===== config.mk =====
export PLATFORM = sky130hd
export DESIGN_NAME = uart_tx_unit_sc
export DESIGN_NICKNAME = d
export VERILOG_FILES = /design/src/rtl/uart_pkg.sv /design/src/rtl/sync_fifo.sv /design/src/rtl/uart_tx_unit_sc.sv
export SDC_FILE = /design/constraint.sdc
export NUM_CORES = 1
export LEC_CHECK = 0
export BUFFER_PORTS_ARGS = -buffer_cell sky130_fd_sc_hd__buf_2
export CORE_MARGIN = 5
export CORE_UTILIZATION = 50
export CTS_CLUSTER_DIAMETER = 120
export CTS_CLUSTER_SIZE = 25
export DETAILED_ROUTE_END_ITERATION = 10
export MAX_ROUTING_LAYER = met4
export PLACE_DENSITY_LB_ADDON = 0.2
export SLEW_MARGIN = 30
export SYNTH_ARGS = -nofsm -noshare
export SYNTH_HDL_FRONTEND = slang
export SYNTH_SLANG_ARGS = --single-unit

===== constraint.sdc =====
create_clock -name clk -period 7.5 [get_ports clk]
set_clock_uncertainty 0.05 [all_clocks]
set_input_delay 1.125 -clock clk [delete_from_list [all_inputs] [get_ports clk]]
set_output_delay 1.125 -clock clk [all_outputs]
set_load 0.005 [all_outputs]

===== src/rtl/uart_pkg.sv =====
`default_nettype none
// ============================================================================
// Module      : uart_pkg
// Description : Shared UART types and helpers: transmit state encoding,
//               data width and baud-period helper. Used by the transmit
//               path (uart_tx_unit_sc); optional parity via
//               UART_TX_PARITY_EN.
// Revision    : 1.0 - initial release
// ============================================================================
package uart_pkg;

  localparam int UART_DATA_W = 8;

  typedef enum logic [2:0] {
    IDLE   = 3'd0,
    START  = 3'd1,
    DATA   = 3'd2,
    PARITY = 3'd3,
    STOP   = 3'd4
  } uart_tx_state_t;

  // One bit period in clocks, derived from the half-bit setting.
  function automatic int bit_clks(input int clk_per_half_bit);
    return 2 * clk_per_half_bit;
  endfunction

endpackage
`default_nettype wire


===== src/rtl/sync_fifo.sv =====
`default_nettype none
// ============================================================================
// Module      : sync_fifo
// Description : Single-clock circular-buffer FIFO. DEPTH must be a power of
//               two (>= 2) so the pointers wrap naturally. full/empty come
//               from the registered occupancy count.
// Revision    : 1.0 - initial release
// ============================================================================
module sync_fifo #(
  parameter int DEPTH = 16,
  parameter int WIDTH = 8
) (
  input  logic             clk,
  input  logic             rst,
  input  logic             push,
  input  logic             pop,
  input  logic [WIDTH-1:0] din,
  output logic [WIDTH-1:0] dout,
  output logic             full,
  output logic             empty
);

  localparam int AW = $clog2(DEPTH);

  logic [WIDTH-1:0] r_mem [DEPTH];
  logic [AW-1:0]    r_wr_ptr;
  logic [AW-1:0]    r_rd_ptr;
  logic [AW:0]      r_count;
  logic             w_push;
  logic             w_pop;

  // Full is judged on the registered count, so a push while full is dropped
  // even when a pop happens in the same cycle.
  assign w_push = push & ~full;
  assign w_pop  = pop & ~empty;

  assign full  = (r_count == (AW + 1)'(DEPTH));
  assign empty = (r_count == '0);
  assign dout  = r_mem[r_rd_ptr];

  // Pointer and occupancy bookkeeping; reset discards contents.
  always_ff @(posedge clk) begin
    if (rst) begin
      r_wr_ptr <= '0;
      r_rd_ptr <= '0;
      r_count  <= '0;
    end else begin
      if (w_push) r_wr_ptr <= r_wr_ptr + AW'(1);
      if (w_pop)  r_rd_ptr <= r_rd_ptr + AW'(1);
      case ({w_push, w_pop})
        2'b10:   r_count <= r_count + (AW + 1)'(1);
        2'b01:   r_count <= r_count - (AW + 1)'(1);
        default: r_count <= r_count;
      endcase
    end
  end

  // Storage write; the array itself needs no reset.
  always_ff @(posedge clk) begin
    if (w_push && !rst) r_mem[r_wr_ptr] <= din;
  end

endmodule
`default_nettype wire


===== src/rtl/uart_tx_unit_sc.sv =====
`default_nettype none
// ============================================================================
// Module      : uart_tx_unit_sc
// Description : Buffered UART transmitter. Bytes pushed into a sync_fifo are
//               serialized onto txd as LSB-first frames (8N1 by default).
//               Define UART_TX_PARITY_EN to insert an even-parity bit.
// Revision    : 1.0 - initial release
// ============================================================================
module uart_tx_unit_sc
  import uart_pkg::*;
#(
  parameter int CLK_PER_HALF_BIT = 86,
  parameter int DEPTH            = 16
) (
  input  logic                   clk,
  input  logic                   rst,
  input  logic [UART_DATA_W-1:0] din,
  input  logic                   wr_en,
  output logic                   full,
  output logic                   empty,
  output logic                   busy,
  output logic                   txd
);

  localparam int BIT_CLKS = bit_clks(CLK_PER_HALF_BIT);
  localparam int CW       = (BIT_CLKS > 1) ? $clog2(BIT_CLKS) : 1;
  localparam logic [CW-1:0] CNT_LAST = CW'(BIT_CLKS - 1);

  uart_tx_state_t         r_state;
  logic [CW-1:0]          r_cnt;
  logic [2:0]             r_idx;
  logic [UART_DATA_W-1:0] r_shift;
  logic                   r_txd;
  logic                   r_busy;
`ifdef UART_TX_PARITY_EN
  logic                   r_parity;
`endif

  logic [UART_DATA_W-1:0] w_fifo_dout;
  logic                   w_fifo_full;
  logic                   w_fifo_empty;
  logic                   w_bit_end;
  logic                   w_pop;

  assign w_bit_end = (r_cnt == CNT_LAST);
  // Pop from IDLE, or on the last STOP cycle so frames run back to back.
  assign w_pop = ~w_fifo_empty &
                 ((r_state == IDLE) | ((r_state == STOP) & w_bit_end));

  sync_fifo #(
    .DEPTH (DEPTH),
    .WIDTH (UART_DATA_W)
  ) u_fifo (
    .clk   (clk),
    .rst   (rst),
    .push  (wr_en),
    .pop   (w_pop),
    .din   (din),
    .dout  (w_fifo_dout),
    .full  (w_fifo_full),
    .empty (w_fifo_empty)
  );

  // Serializer: sequences start, data, optional parity and stop bits.
  always_ff @(posedge clk) begin
    if (rst) begin
      r_state  <= IDLE;
      r_cnt    <= '0;
      r_idx    <= '0;
      r_shift  <= '0;
      r_txd    <= 1'b1;
      r_busy   <= 1'b0;
`ifdef UART_TX_PARITY_EN
      r_parity <= 1'b0;
`endif
    end else begin
      case (r_state)
        IDLE: begin
          r_txd <= 1'b1;
          if (w_pop) begin
            r_shift  <= w_fifo_dout;
`ifdef UART_TX_PARITY_EN
            r_parity <= ^w_fifo_dout;
`endif
            r_cnt    <= '0;
            r_state  <= START;
            r_txd    <= 1'b0;
            r_busy   <= 1'b1;
          end
        end
        START: begin
          if (w_bit_end) begin
            r_cnt   <= '0;
            r_idx   <= '0;
            r_state <= DATA;
            r_txd   <= r_shift[0];
          end else begin
            r_cnt <= r_cnt + CW'(1);
          end
        end
        DATA: begin
          if (w_bit_end) begin
            r_cnt   <= '0;
            r_shift <= r_shift >> 1;
            if (r_idx == 3'd7) begin
`ifdef UART_TX_PARITY_EN
              r_state <= PARITY;
              r_txd   <= r_parity;
`else
              r_state <= STOP;
              r_txd   <= 1'b1;
`endif
            end else begin
              r_idx <= r_idx + 3'd1;
              r_txd <= r_shift[1];
            end
          end else begin
            r_cnt <= r_cnt + CW'(1);
          end
        end
        PARITY: begin
`ifdef UART_TX_PARITY_EN
          if (w_bit_end) begin
            r_cnt   <= '0;
            r_state <= STOP;
            r_txd   <= 1'b1;
          end else begin
            r_cnt <= r_cnt + CW'(1);
          end
`else
          r_cnt   <= '0;
          r_state <= IDLE;
          r_txd   <= 1'b1;
          r_busy  <= 1'b0;
`endif
        end
        STOP: begin
          if (w_bit_end) begin
            r_cnt <= '0;
            if (w_pop) begin
              r_shift  <= w_fifo_dout;
`ifdef UART_TX_PARITY_EN
              r_parity <= ^w_fifo_dout;
`endif
              r_state  <= START;
              r_txd    <= 1'b0;
            end else begin
              r_state <= IDLE;
              r_txd   <= 1'b1;
              r_busy  <= 1'b0;
            end
          end else begin
            r_cnt <= r_cnt + CW'(1);
          end
        end
        default: begin
          r_cnt   <= '0;
          r_state <= IDLE;
          r_txd   <= 1'b1;
          r_busy  <= 1'b0;
        end
      endcase
    end
  end

  assign txd   = r_txd;
  assign busy  = r_busy;
  assign full  = w_fifo_full;
  assign empty = w_fifo_empty;

endmodule
`default_nettype wire


==> run_results.csv <==
group,metric,value,unit
detailed_routing,drc_errors,0,
clock_tree,clk-insertion-delay-late,0.43,ns
setup_path,arrival,3.76,ns
layout,area_growth_syn_to_layout,12.4,%
clock_tree,cts-root-buf,"clkbuf_16",
synth,synth_area_leaders,"edfxtp_1 (55%), dfxtp_1 (12%), mux4_2 (10%)",
clock_tree,clkSinkCount,169,
clock_tree,path_clk_slew,0.06,ns
synth,yosysUniqueCellTypes,47,
synth,syn-num-nets,487,
layout,final_cell_mix,"edfxtp_1 (128), nor2_1 (52), dfxtp_1 (41)",
setup_path,crit_start,"r_cnt[0]",
clock_tree,cts_made_buffers,17,
detailed_routing,antenna_left,0,
synth,synth_async_sr_flop_share,0,%
setup_path,critical_path.cell_chain,"ha_1 -> nand4bb_1 -> or2_2 -> a21oi_2 -> ha_1 -> inv_1 -> fa_1 -> nor2b_1 -> o21ai_0 -> and3_1 -> or4_1 -> a21oi_1",
die,die_y,128,µm
synth,synth_cells,462,
detailed_routing,routedWlPerCell,20.2,µm
synth,synth_top_area_share,55.1,%
global_routing,grtUsageTotal,18.5,%
placement,gp_congestion,0.830,
global_routing,grt_pass1_vias,3956,
setup_path,startpoint_type,"flip-flop",
timing,rsz0062_at_grt,"false",
setup_path,critPathTopFamily,"simple AND/OR/NAND/NOR gates",
die,ios,15,
setup_path,worstRegToRegCells,12,
placement,port_buffers,14,
timing,fin_ws,4.04,ns
synth,yosysSeqAreaShare,66.9,%
min_path,hold_path_startpoint,"txd",
layout,antenna_cells,0,
detailed_routing,drt_wl_total,13500,µm
timing,setup_viol,0,
setup_path,critPathCaptureType,"flip-flop",
setup_path,cp.buffers_inverters,1,
clock_tree,h-tree-depth,4,
run,maxCapViolCount,0,
setup_path,reg2reg_from,"r_cnt[0]",
power,power_density,338,mW/mm²
synth,synth.avg_cell_area,15.1,µm²
power,peakVddDrop,0.000191,V
timing,maxSlewViolCount,0,
detailed_routing,drt_iter0_drc,302,
layout,seq_area,0.00466,mm²
synth,synth_edf_count,128,
die,design.die.area,0.0164,mm²
clock_tree,hold_buffers,0,
min_path,hold_path_class,"flip-flop to flip-flop",
layout,post-route-util,56.9,%
clock_tree,clk_path_buf_depth,2,
setup_path,crit_cells,12,
die,die_w,128,µm
layout,final_common_cell,"edfxtp_1",
global_routing,antenna_found_initial,0,
layout,final_nets,501,
synth,synth_area_leader_cell,"edfxtp_1",
detailed_routing,firstDrtPassIters,5,
global_routing,grt_pass1_wl,21900,µm
timing,hold_violations,0,
placement,dp_hpwl,8480,µm
die,core_area,0.0138,mm²
global_routing,grt_overflow,0,
timing,max_freq,289,MHz
layout,fillCellCount,1072,
outcome,status,"completed",
global_routing,grt_max_degree,37,
timing,layout_min_cycle_time,3.46,ns
timing,fin_setup_tns,0,ns
setup_path,crit_top_cell,"ha_1",
layout,layout-drive-gt1-share,18.6,%
layout,multi_input_area,0.00216,mm²
clock_tree,cts_setup_buffers,0,
placement,dp_slack,4.08,ns
synth,yosys_warnings,0,
setup_path,path_max_fanout,8,
min_path,hold_depth,2,
die,rows,43,
clock_tree,cts_tree,"built",
synth,syn-cell-area,0.00697,mm²
timing,timing.final.crit_share,46.1,%
setup_path,crit_path_top_delay_cell,"or2_2",
power,p_leak,2.56,nW
synth,synth-main-ff-cell,"edfxtp_1",
detailed_routing,vias,3873,
synth,ys_ff_latch,169,
clock_tree,cts_resized,0,
detailed_routing,routed_via_density,5.79,
die,start_util,50.6,%
timing,slew_headroom,36.5,%
setup_path,critPathKind,"flip-flop to flip-flop",
setup_path,critical_path.max_stage_delay,0.44,ns
setup_path,required,7.81,ns
timing,tightestPinTransition,0.949,ns
per-stage QoR:
| step | instances | hold WS [ns] | power (mW) | instance area, µm² |
|---|---|---|---|---|
| floorplan | 462 | 0.399 | 1.61 | 6970 |
| global placement | 637 | 0.412 | 1.72 | 7190 |
| detailed placement | 637 | 0.415 | 1.73 | 7200 |
| CTS | 669 | 0.430 | 2.67 | 7840 |
| global route | 669 | 0.443 | 2.78 | 7840 |
| finish | 669 | 0.423 | 2.65 | 7840 |
worst register-to-register path: stages (launching register included):
cell	delay, ns
dfxtp_1	0.37
ha_1	0.23
nand4bb_1	0.21
or2_2	0.44
a21oi_2	0.29
ha_1	0.30
inv_1	0.10
fa_1	0.41
nor2b_1	0.13
o21ai_0	0.10
and3_1	0.21
or4_1	0.40
a21oi_1	0.15
area by class of cell:
type | instances | area share (%)
Sequential cell | 169 | 59.5
Tap cell | 180 | 2.87
Clock buffer | 18 | 5.48
Clock inverter | 14 | 2.63
Inverter | 11 | 0.527
Multi-Input combinational cell | 258 | 27.6
Timing Repair Buffer | 19 | 1.37
path summary, 6_finish.rpt:
kind                  endpoint  slack [ns]
max          u_fifo.r_count[4]        4.04
min                        txd        0.42
max reg2reg  u_fifo.r_count[4]        4.04
min reg2reg                txd        0.42
sequential cells by signal (all words and copies together), names as in the netlist, named ones only:
signal	flops
busy	1
r_cnt	8
r_idx	3
r_shift	8
r_state	3
txd	1
u_fifo.r_count	5
u_fifo.r_mem	128
u_fifo.r_rd_ptr	4
u_fifo.r_wr_ptr	4
power by group:
group	internal, mW	switching (mW)
registers	1.07	0.0438
logic	0.268	0.326
clock network	0.566	0.375
total	1.91	0.745
cells by family (layout without fill, tap and decap cells):
kind of cell	count (synthesis)	in the layout	share of synthesized area, %
simple gates	131	131	9.51
xor+xnor	15	15	1.88
buf+inv	35	62	2.21
mux	36	36	10.9
compound gates	62	62	5.94
flops	169	169	66.9
fa+ha+maj	14	14	2.62
Yosys cell counts, types with 9 or more instances:
cell type and count:
edfxtp_1 128, nor2_1 52, dfxtp_1 41, mux4_2 32, nand2_1 21, a21oi_1 18
nand2b_1 17, ha_1 13, o22ai_1 13, inv_1 11, nor3_1 10, buf_2 9
clkbuf_1 9
routing by layer:
metal | global-route usage (%) | vias up | wire [µm]
li1 | - | 1795 | -
met1 | 24.0 | 1984 | 6040
met2 | 28.6 | 82 | 6740
met3 | 4.63 | 12 | 544
met4 | 6.68 | 0 | 161
met5 | - | - | 0
No activity file was read; power rests on OpenSTA's default activity.
